File: src/rtl/serial_sub_pkg.sv
// Shared definitions for the bit-serial subtractor.
// Latency: n/a (types only).
// Backpressure: n/a.
package serial_sub_pkg;

  // Controller state encodings, fixed so they line up with the adder's controller
  typedef enum logic [1:0] {
    IDLE = 2'd0,
    RUN  = 2'd1,
    DONE = 2'd2
  } state_t;

endpackage

File: src/rtl/serial_sub_full_sub.sv
// One-bit full subtractor: d = a - b - bin, bout = borrow out.
// Latency: combinational, zero cycles.
// Backpressure: none; pure function of its inputs.
module full_sub (
  input  logic a,
  input  logic b,
  input  logic bin,
  output logic d,
  output logic bout
);

  // Mirror of the full-adder cell: a borrow is needed when b (plus borrow-in) exceeds a
  always_comb begin
    d    = a ^ b ^ bin;
    bout = (~a & b) | (~(a ^ b) & bin);
  end

endmodule

File: src/rtl/serial_sub.sv
// Bit-serial subtractor: diff = a - b - bin, one bit per cycle, LSB first.
// Latency: start sampled at edge 0, result and one-cycle done after edge WIDTH.
// Backpressure: none; start is ignored while busy or in DONE, operands not re-latched.
module serial_sub
  import serial_sub_pkg::*;
#(
  parameter int WIDTH = 4
) (
  input  logic             clk,
  input  logic             rst,
  input  logic             start,
  input  logic             bin,
  input  logic [WIDTH-1:0] a,
  input  logic [WIDTH-1:0] b,
  output logic             busy,
  output logic             done,
  output logic [WIDTH-1:0] diff,
  output logic             bout
);

  localparam int CW = $clog2(WIDTH);
  localparam logic [CW-1:0] LAST = CW'(WIDTH - 1);

  state_t          state;
  logic [WIDTH-1:0] sa;
  logic [WIDTH-1:0] sb;
  logic             borrow;
  logic [CW-1:0]    cnt;
  logic             bit_d;
  logic             bit_bout;

  // Single subtractor cell shared across all bit positions; always fed the current LSBs
  full_sub u_full_sub (
    .a    (sa[0]),
    .b    (sb[0]),
    .bin  (borrow),
    .d    (bit_d),
    .bout (bit_bout)
  );

  // Controller, operand shift registers, borrow FF and result register
  always_ff @(posedge clk or posedge rst) begin
    if (rst) begin
      state  <= IDLE;
      sa     <= '0;
      sb     <= '0;
      borrow <= 1'b0;
      cnt    <= '0;
      busy   <= 1'b0;
      done   <= 1'b0;
      diff   <= '0;
      bout   <= 1'b0;
    end else begin
      case (state)
        IDLE: begin
          done <= 1'b0;
          if (start) begin
            sa     <= a;
            sb     <= b;
            borrow <= bin;
            cnt    <= '0;
            diff   <= '0;
            bout   <= 1'b0;
            busy   <= 1'b1;
            state  <= RUN;
          end
        end
        RUN: begin
          // One bit step per edge; the result fills from the MSB end so it lands aligned
          sa     <= sa >> 1;
          sb     <= sb >> 1;
          borrow <= bit_bout;
          diff   <= {bit_d, diff[WIDTH-1:1]};
          if (cnt == LAST) begin
            bout  <= bit_bout;
            busy  <= 1'b0;
            done  <= 1'b1;
            state <= DONE;
          end else begin
            cnt <= cnt + 1'b1;
          end
        end
        DONE: begin
          done  <= 1'b0;
          state <= IDLE;
        end
        default: begin
          busy  <= 1'b0;
          done  <= 1'b0;
          state <= IDLE;
        end
      endcase
    end
  end

endmodule
File: config.mk
export PLATFORM = sky130hd
export DESIGN_NAME = serial_sub
export DESIGN_NICKNAME = d
export VERILOG_FILES = /design/src/rtl/serial_sub_pkg.sv /design/src/rtl/serial_sub_full_sub.sv /design/src/rtl/serial_sub.sv
export SDC_FILE = /design/constraint.sdc
export NUM_CORES = 1
export LEC_CHECK = 0
export CORE_MARGIN = 1.5
export CORE_UTILIZATION = 50
export DETAILED_ROUTE_END_ITERATION = 6
export GPL_TIMING_DRIVEN = 0
export PLACE_DENSITY = 0.81
export SYNTH_ARGS = -nofsm -noshare
export SYNTH_HDL_FRONTEND = slang
export SYNTH_SLANG_ARGS = --single-unit
File: constraint.sdc
create_clock -name clk -period 1.9 [get_ports clk]
set_input_delay 0.19 -clock clk [delete_from_list [all_inputs] [get_ports clk]]
set_output_delay 0.19 -clock clk [all_outputs]
set_load 0.03 [all_outputs]
# Word-level counts from Yosys, hierarchy flattened
# Cells that the tools add are included.
# op_classes
addsub	1
mul	0
n_div	0
n_lt_le_gt_ge	0
n_eq_ne	6
n_shift	0
mux	22
n_bitwise	8
reduce_logical	7
# op_table
cell	count
one-hot mux 4 bit (2 select lines)	3
2-to-1 mux 4 bit	3
AND reduction 3 bit	3
2-to-1 mux 2 bit	4
one-hot mux 2 bit (2 select lines)	2
2-to-1 mux 1 bit	7
!= test 2 bit (second input constant)	3
equality test 2 bit (second input constant)	2
one-hot mux 1 bit (2 select lines)	2
AND reduction 2 bit	2
inverter 1 bit	3
one-hot mux 1 bit (3 select lines)	1
adder 2 x 1 -> 2 bit (second input constant)	1
AND 1 bit	2
equality test 2 x 1 -> 1 bit (second input constant)	1
zero test 2 bit	1
nonzero test 2 bit	1
XOR 1 bit	2
bitwise OR 1 bit	1
# totals
ff_bits	20
latch_bits	0
ram_bits	0
romBits	0
output_inout_bits	7
word_cells	53
memories	0

# Longest topological paths before layout
# Gate-level depths: netlist of run 1.
# depth
word_depth	6
ltp_mapped	5
depth_no_buf	4

# Cells and area by module
# A second synthesis of run 1 with hierarchy kept.
# unflattened
cells_unflattened	91
area_unflattened_um2	930.9
# by_module_without_submodules
module	instances	cells_per_inst	area_per_inst_um2	seq_area_each_um2
serial_sub	1	87	899.6	500.5
full_sub	1	4	31.3	0.0

# Worst setup path after synthesis of run 1
# OpenSTA, ideal clock, no wires.
# synth_path
kind	register to register
startpoint	register cnt[0]
endpoint	register cnt[0]
setup_ns	0.121
arrival_time_ns	1.127
t_required_ns	1.779
setup_slack_ns	0.652
stages_incl_launch_ff	5
path_buffers	1
period_less_slack_ns	1.248
cell_sequence	dfrtp_1 > ha_1 > buf_2 > mux2_2 > a22o_1
# synth_via
elab_chain_len	3
elab_cells_between_ends	6
classes_between	add/sub: 1; eq/ne: 2; mux: 2; reduce/logical: 1
# synth_rtl
item	line_no	source
start: declaration	serial_sub.sv:28	logic [CW-1:0] cnt;
start signal: assignment	serial_sub.sv:80	cnt <= cnt + 1'b1;
adder 2 x 1 -> 2 bit or equality test 2 bit (tied branches)	serial_sub.sv:80, serial_sub.sv:74	
2-to-1 mux 2 bit or != test 2 bit (tied branches)	--	
one-hot mux 2 bit (2 select lines) or AND reduction 3 bit (tied branches)	--	
# Several ways; a longest one is shown, not always the timed one. The select of a mux whose other input is x is not followed.
# A chain may end at the register's enable or synchronous reset.

# Final worst setup path of run 1
# layout_path
startpoint	register diff[2]
endpoint	output port diff[2]
# layout_rtl
item	line_no	source
start: declaration	serial_sub.sv:17	output logic [WIDTH-1:0] diff,
start signal: assignment	serial_sub.sv:73	diff <= {bit_d, diff[WIDTH-1:1]};
# No word-level cell between the ends.

==> results of run 1 <==
## sequential cells by signal, indices dropped and copies added (netlist names)
name	count
sa	4
busy	1
state	2
sb	4
bout	1
borrow	1
diff	4
done	1
cnt	2
## area by class of cell
type                            count  area (um^2)
Timing Repair Buffer               18          180
Inverter                            4         15.0
Multi-Input combinational cell     53          387
Tap cell                           25         31.3
Clock buffer                        4         36.3
Sequential cell                    20          500
Buffer                              7         50.0
Fill cell                         163          564
## synth_stat cells, types with 2 or more instances
library cell and number:
nor2_1 14, o21a_1 2, buf_2 3, a211oi_2 4, a22o_1 9, inv_1 4, dfrtp_1 20, buf_6 2
nand3b_1 2, nor3_1 6, a211oi_1 2
## per-stage QoR
step	instance area [um^2]	utilization [%]	power (mW)
floorplan	952	-	1.55
detailed placement	1160	66.0	1.86
finish	1200	68.0	2.09
CTS	1200	68.0	2.11
global placement	1160	66.0	1.81
global route	1200	68.0	2.24
## how the worst min path moves through the flow
stage	cells past startpoint	start	slack, ps	end
floorplan	1	rst	150	borrow
global placement	1	done	460	done
detailed placement	1	done	470	done
CTS	2	rst	340	sb[3]
global route	2	rst	400	borrow
finish	2	rst	310	sb[3]
## power groups by stage
stage	clock (mW)	combinational (mW)	sequential [mW]
6_report	0.245	1.10	0.740
5_1_grt	0.268	1.21	0.762
4_1_cts	0.256	1.12	0.740
3_5_place_dp	0	1.11	0.749
3_3_place_gp	0	1.07	0.738
2_1_floorplan	0	0.699	0.849
## kinds of logic after synthesis
kind of cell / after synthesis / share of synthesized area (%)
simple gates: 28 / 14.1
compound gates: 22 / 21.9
flops: 20 / 52.6
buf+inv: 11 / 6.83
fa+ha+maj: 2 / 3.42
mux: 1 / 1.18
## per-layer routing
layer,vias up,routed length [um],track usage (%)
met5,-,0,0
met4,0,26,8.33
met3,4,50,3.53
met2,15,900,35.0
met1,343,759,23.8
li1,342,-,-
==> results.md, run 1 <==
Power and ir drop:
- The internal portion of the total power is ~1.3 mW.
- The switching part of the total power is between 30% and 40%.
- The clock network accounts for a little under an eighth of the total power.
- Per report_power, the sequential group accounts for 35.5% of the total.
- In this run the power density over the cells is 1740 nW/um^2.
- In this run the static leakage power is 0.535 nW.
- The share of power burned in combinational logic is around 53%.
- In this run the power spent charging and discharging nets is 809 uW.
- Across the VDD grid, the largest voltage drop is around 1100 uV.

Synthesis:
- The synthesized design devotes to its leading area cell type between 50 and 60% of total area.
- Counting every instance in the synthesized netlist gives between 80 and 90.
- The count of cell types in the netlist is 27.
- dfrtp_1 takes more of the synthesized area than any other cell.
- The Yosys warning count is 0.
- The number of nets in the synthesized netlist is 98.
- The post-synth design cell area is ~950 um^2.
- The count of flip-flops with a built-in enable after synthesis is 0.
- Each instance of the synthesized netlist takes up on average 11.3 um^2.
- The async set-or-reset flop fraction in the synthesized netlist is 100%.
- Among all flip-flop cells after synthesis, the most frequent one is dfrtp_1.
- Sorting the synthesized cells by area gives the leading types as dfrtp_1, a22o_1, nor2_1.
- Counting flops and latches in the post-synthesis netlist gives 20.
- For this run, the register share of the synthesized area comes to 52.6%.

Timing:
- Setup repair after global routing left no endpoint under its margin.
- The setup slack of the critical path after layout is 338 ps.
- The headroom to the max-slew limit is roughly half.
- The count of final max-slew check failures came to 0.
- Setup violations remaining at the end of the flow were counted as 0.
- The actual slew at the worst max-slew pin is about 740 ps.
- The share of the clock period used by the worst path is roughly 80%.
- The final setup skew is 1.08 ps.
- The minimum clock period after layout is 1560 ps.
- The fmax is 640 MHz.
- The sum of negative setup slack is 0 ps.
- The count of endpoints failing hold in the final timing report is 0.
- Across all hold checks on the routed design, the worst slack comes to 314 ps.

Job:
- The number of maximum-capacitance violations is 0.

Placed design:
- The worst setup timing slack at the placement stage is roughly 560 ps.
- Once placement completed, the tool counted placed cells totaling between 100 and 150.
- The final weighted congestion of routability-driven global placement is between 0.7 and 0.8.
- The count of buffers added on input and output ports is 18.
- After legalization and detailed placement, the total HPWL measured roughly 1300 um.

Worst setup path:
- In this run the critical register-to-register path is captured at cnt[0].
- The top cell family by delay on the critical path is buffers and inverters.
- By startpoint and endpoint, the worst setup path is classified as reg -> out.
- The number of buffers and inverters on the critical path is 1.
- The slowest library cell on the worst path is clkdlybuf4s50_1.
- At the worst endpoint, the required time is ~1700 ps.
- The logic depth of the worst register-to-register path is 5.
- In this run the number of cells on the critical path is 1.
- The capturing element type of the critical path is an output pin.
- The critical path starts at diff[2].
- The endpoint of the worst setup timing path is diff[2].
- The startpoint type of the worst setup path is a flip-flop.
- On the worst path, the slowest cell contributes a delay of 680 ps.
- For the worst setup path, the data arrival time is 1370 ps.
- Of all nets on the critical path, the largest fanout is 3.
- In this run the critical register-to-register path is launched from cnt[0].
- For flop-to-flop paths, the worst setup slack is around 560 ps.
- The signal on the critical path passes through clkdlybuf4s50_1.

GRT:
- The total grt overflow is 0.
- The via count of the first global-routing pass is just under 700.
- The first global-routing pass estimated 3000 um of wire.
- Across every metal layer, demand over resource in global routing totals between 10% and 20%.
- The pin count of the biggest net entering global routing is 21.
- The number of antenna violations at the first check in global routing came to 0.

Route:
- The detailed-router iteration count before antenna repair is 4.
- Using the TritonRoute via totals, the vias-per-cell ratio works out to 5.37.
- The number of vias in the routed layout is approximately 700.
- The detailed router finished its first iteration with 8 violations.
- After detailed routing, the average wire length per cell comes to about 13 um.
- The detail route stage leaves a number of antenna-violating nets equal to 0.
- The DRC violations left is 0.
- For this block, the routed nets add up to 1740 um of wire.

Floorplanning:
- Measured along the x axis, the die boundary spans approximately 47 um.
- The total number of placement rows is 15.
- Pin placement for this block handled 19 I/O pins.
- The die covers about 2200 um^2.
- From bottom edge to top edge, the die measures ~47 um.
- For this configuration, the core starts out at a cell density of between 50 and 60%.
- The region available for standard cell placement spans ~1800 um^2.

Cells and area:
- Leaving out fill and tap cells, the most frequent cell in the layout is dfrtp_1.
- Relative to the synthesized area, the layout overhead comes to 26.0%.
- After the last flow step, the layout net total stands at between 100 and 150.
- The share of layout cells above drive strength 1 is between 10% and 20%.
- The number of standard cells in the final layout excluding fillers is roughly 130.
- In the layout the commonest cells are dfrtp_1, clkdlybuf4s50_1, nor2_1, a22o_1, nor3_1.
- The number of antenna diodes in the final layout is 0.

CTS:
- At the later pin of the worst-skew pair, clock insertion delay measures about 300 ps.
- The clock drives 20 sinks.
- In this run, CTS created clock tree buffers numbering 3.
- After clock tree synthesis, the flow added hold-fix buffers numbering 0.
- The buffers inserted during post-CTS setup optimization is 0.
- TritonCTS built the clock tree.
- The maximum buffer depth of the clock tree is 2.
- The root buffer cell chosen for the clock tree is clkbuf_4.
- The post-CTS resize count is 0.
- Clock-pin slew was measured on the worst setup and hold paths at between 100 and 150 ps.
- The maximum level of the CTS H-tree is 1.

Hold path:
- The worst hold path belongs to the class in -> async.

Status:
- The run finished with clean final reports.
Note: power is estimated with default switching activity, not from simulation.
==> run 2: changes to the inputs <==
Settings changed: CORE_UTILIZATION 50 to 49, PLACE_DENSITY 0.81 to 0.79.
Clock period 1.9 ns to 1.6 ns, I/O delays scaled along.
==> results.md, run 2 (same netlist as run 1, synthesis figures left out) <==
Route:
- The number of vias in the routed layout is 667.
- The per-cell via count in the routed design is a little over 5.
- Dividing the detail-routed wire length by the instance count gives 12.6 um.
- After the first detailed-routing iteration, the DRC count stood at 8.
- In this run the remaining antenna-violating nets after routing total 0.
- For this block, the routed nets add up to roughly 1600 um of wire.
- The first TritonRoute pass finished after 4 iterations.
- In the routed design, unresolved DRC markers number 0.

CTS:
- The number of buffers inserted during clock tree synthesis is 3.
- The post-CTS resize count is 0.
- The maximum level of the CTS H-tree is 1.
- CTS saw 20 sinks.
- The worst-skew pair later-pin latency is around 290 ps.
- The buffers inserted during post-CTS setup optimization is 0.
- The maximum buffer depth of the clock tree is 2.
- In this run, post-CTS hold repair placed 0 buffers.
- CTS placed an instance of clkbuf_4 at the clock tree root.
- The TritonCTS clock tree is yes.
- The clock input transition at the sequential cells of the worst setup and hold paths is 100 ps.

Job:
- The tool flagged a number of max-cap violations equal to 0.

Placed design:
- The final weighted congestion of routability-driven global placement is 0.717.
- The number of buffers added on ports is 18.
- The HPWL after detailed placement is between 1000 and 1500 um.

Cells and area:
- Leaving out fill and tap cells, the most frequent cells in the layout are dfrtp_1, clkdlybuf4s50_1, nor2_1, a22o_1, nor3_1.
- The area growth from synthesis to layout is 24.6%.
- In the final layout, the share of cells above drive strength 1 is between 10% and 20%.
- The net count of the finished layout is about 120.
- At the end of the flow the core is filled with cells to around 67%.
- Leaving out fill and tap cells, the most frequent cell in the layout is dfrtp_1.
- The antenna diode count is 0.
- The largest registers in the layout are diff (4), sa (4), sb (4).

Worst setup path:
- Along the worst path, the maximum fanout reaches 2.
- The logic depth of the worst register-to-register path is 5.
- In this run the number of cells on the critical path is 1.
- On the worst path, the slowest cell contributes a delay of a little under 700 ps.
- The slowest library cell on the worst path is clkdlybuf4s50_1.
- The required arrival time at the worst endpoint is between 1000 and 1500 ps.
- The buffers plus inverters on the worst setup path is 1.
- The top cell family by delay on the critical path is buffers and inverters.
- Data arrives at the worst endpoint at ~1300 ps.
- In this run the critical register-to-register path is launched from cnt[0].
- In this run the critical register-to-register path is captured at cnt[0].
- The worst setup slack for register-to-register paths is around 260 ps.
- The capturing element type of the critical path is an output pin.
- The worst setup path category is reg -> out.
- The startpoint type of the worst setup path is a flip-flop.
- The signal on the critical path passes through clkdlybuf4s50_1.

GRT:
- The total routing usage reported by global routing is between 10% and 20%.
- The number of antenna violations at the first check in global routing is 0.
- The total grt overflow is 0.
- The via count of the first global-routing pass is between 600 and 700.
- Entering global routing, the biggest net connects 21 pins.
- The wire length of the first global-routing pass is ~2800 um.

Floorplanning:
- The floorplan step set the die height to 47.1 um.
- The floorplan die width is 47.1 um.
- The floorplan has 15 rows.
- The area of the placeable core is between 1500 and 2000 um^2.
- The starting density of the core is between 50% and 60%.
- The floorplan step defined a die boundary enclosing 2220 um^2.
- Pin placement for this block handled 19 I/O pins.

Power and ir drop:
- For this design the static power due to leakage is approximately 0.53 nW.
- For this design the ratio of total power to cell area is around 2000 nW/um^2.
- VDD sags by at most ~1000 uV.

Timing:
- Setup repair after global routing left no endpoint under its margin.
- For the pin with the worst max-slew slack, the measured transition is 737 ps.
- In the final timing run, aggregate negative setup slack is 0 ps.
- The count of final max-slew check failures is 0.
- The fmax is 666 MHz.
- The headroom to the max-slew limit is between 50 and 60%.
- Setup violations remaining at the end of the flow were counted as 0.
- The final setup skew is 6.98 ps.
- The count of endpoints failing hold in the final timing report is 0.
- The minimum clock period after layout is around 1500 ps.
- After layout, the worst path uses 93.9% of the clock period.

Hold path:
- The worst min-delay path category is in -> async.

Status:
- The flow ran to the end, and the final reports show no timing, DRC or antenna violations.
[run 2: cell count changes in the layout (fill, tap and decap cells not counted), sizes merged]
cell | before | now
clkbuf | 5 | 4
[run 2: final cells by class]
type,instances,area (um^2)
plain buffers,7,50.0
clock buffers,3,22.5
fillers,139,597
inverters,4,15.0
multi-input cells,53,387
flip-flops and latches,20,500
well taps,25,31.3
repair buffers,18,180
[run 2: routing by layer]
metal	wire length, um	GRT usage (%)	share of wire, %	vias up
li1	-	-	-	340
met1	794	24.9	48	313
met2	784	27.7	48	12
met3	49	3.46	3.0	2
met4	11	8.89	0.67	0
met5	0	0	0	-
[run 2: through the flow]
| step | power [mW] | std cells | setup WS (ps) | hold slack (ps) | area, um^2 |
|---|---|---|---|---|---|
| after detailed placement | 2.19 | 127 | 249 | 466 | 1160 |
| after global placement | 2.15 | 127 | 281 | 463 | 1160 |
| after CTS | 2.42 | 130 | 81.2 | 309 | 1190 |
| after floorplan | 1.84 | 84 | 352 | 124 | 952 |
| after global routing | 2.61 | 130 | 16.3 | 339 | 1190 |
| final | 2.39 | 130 | 97.7 | 285 | 1190 |
[run 2: worst max path at each step]
stage	start	endpoint	slack, ps
3_5_place_dp	cnt[0]	cnt[0]	250
2_1_floorplan	cnt[0]	cnt[0]	350
5_1_grt	bout	bout	20
4_1_cts	busy	busy	80
3_3_place_gp	start	sa[0]	280
6_report	busy	busy	100
[run 2: where the power goes]
group | internal (mW) | switching, mW
logic | 0.640 | 0.650
registers | 0.735 | 0.142
clock network | 0.0873 | 0.133
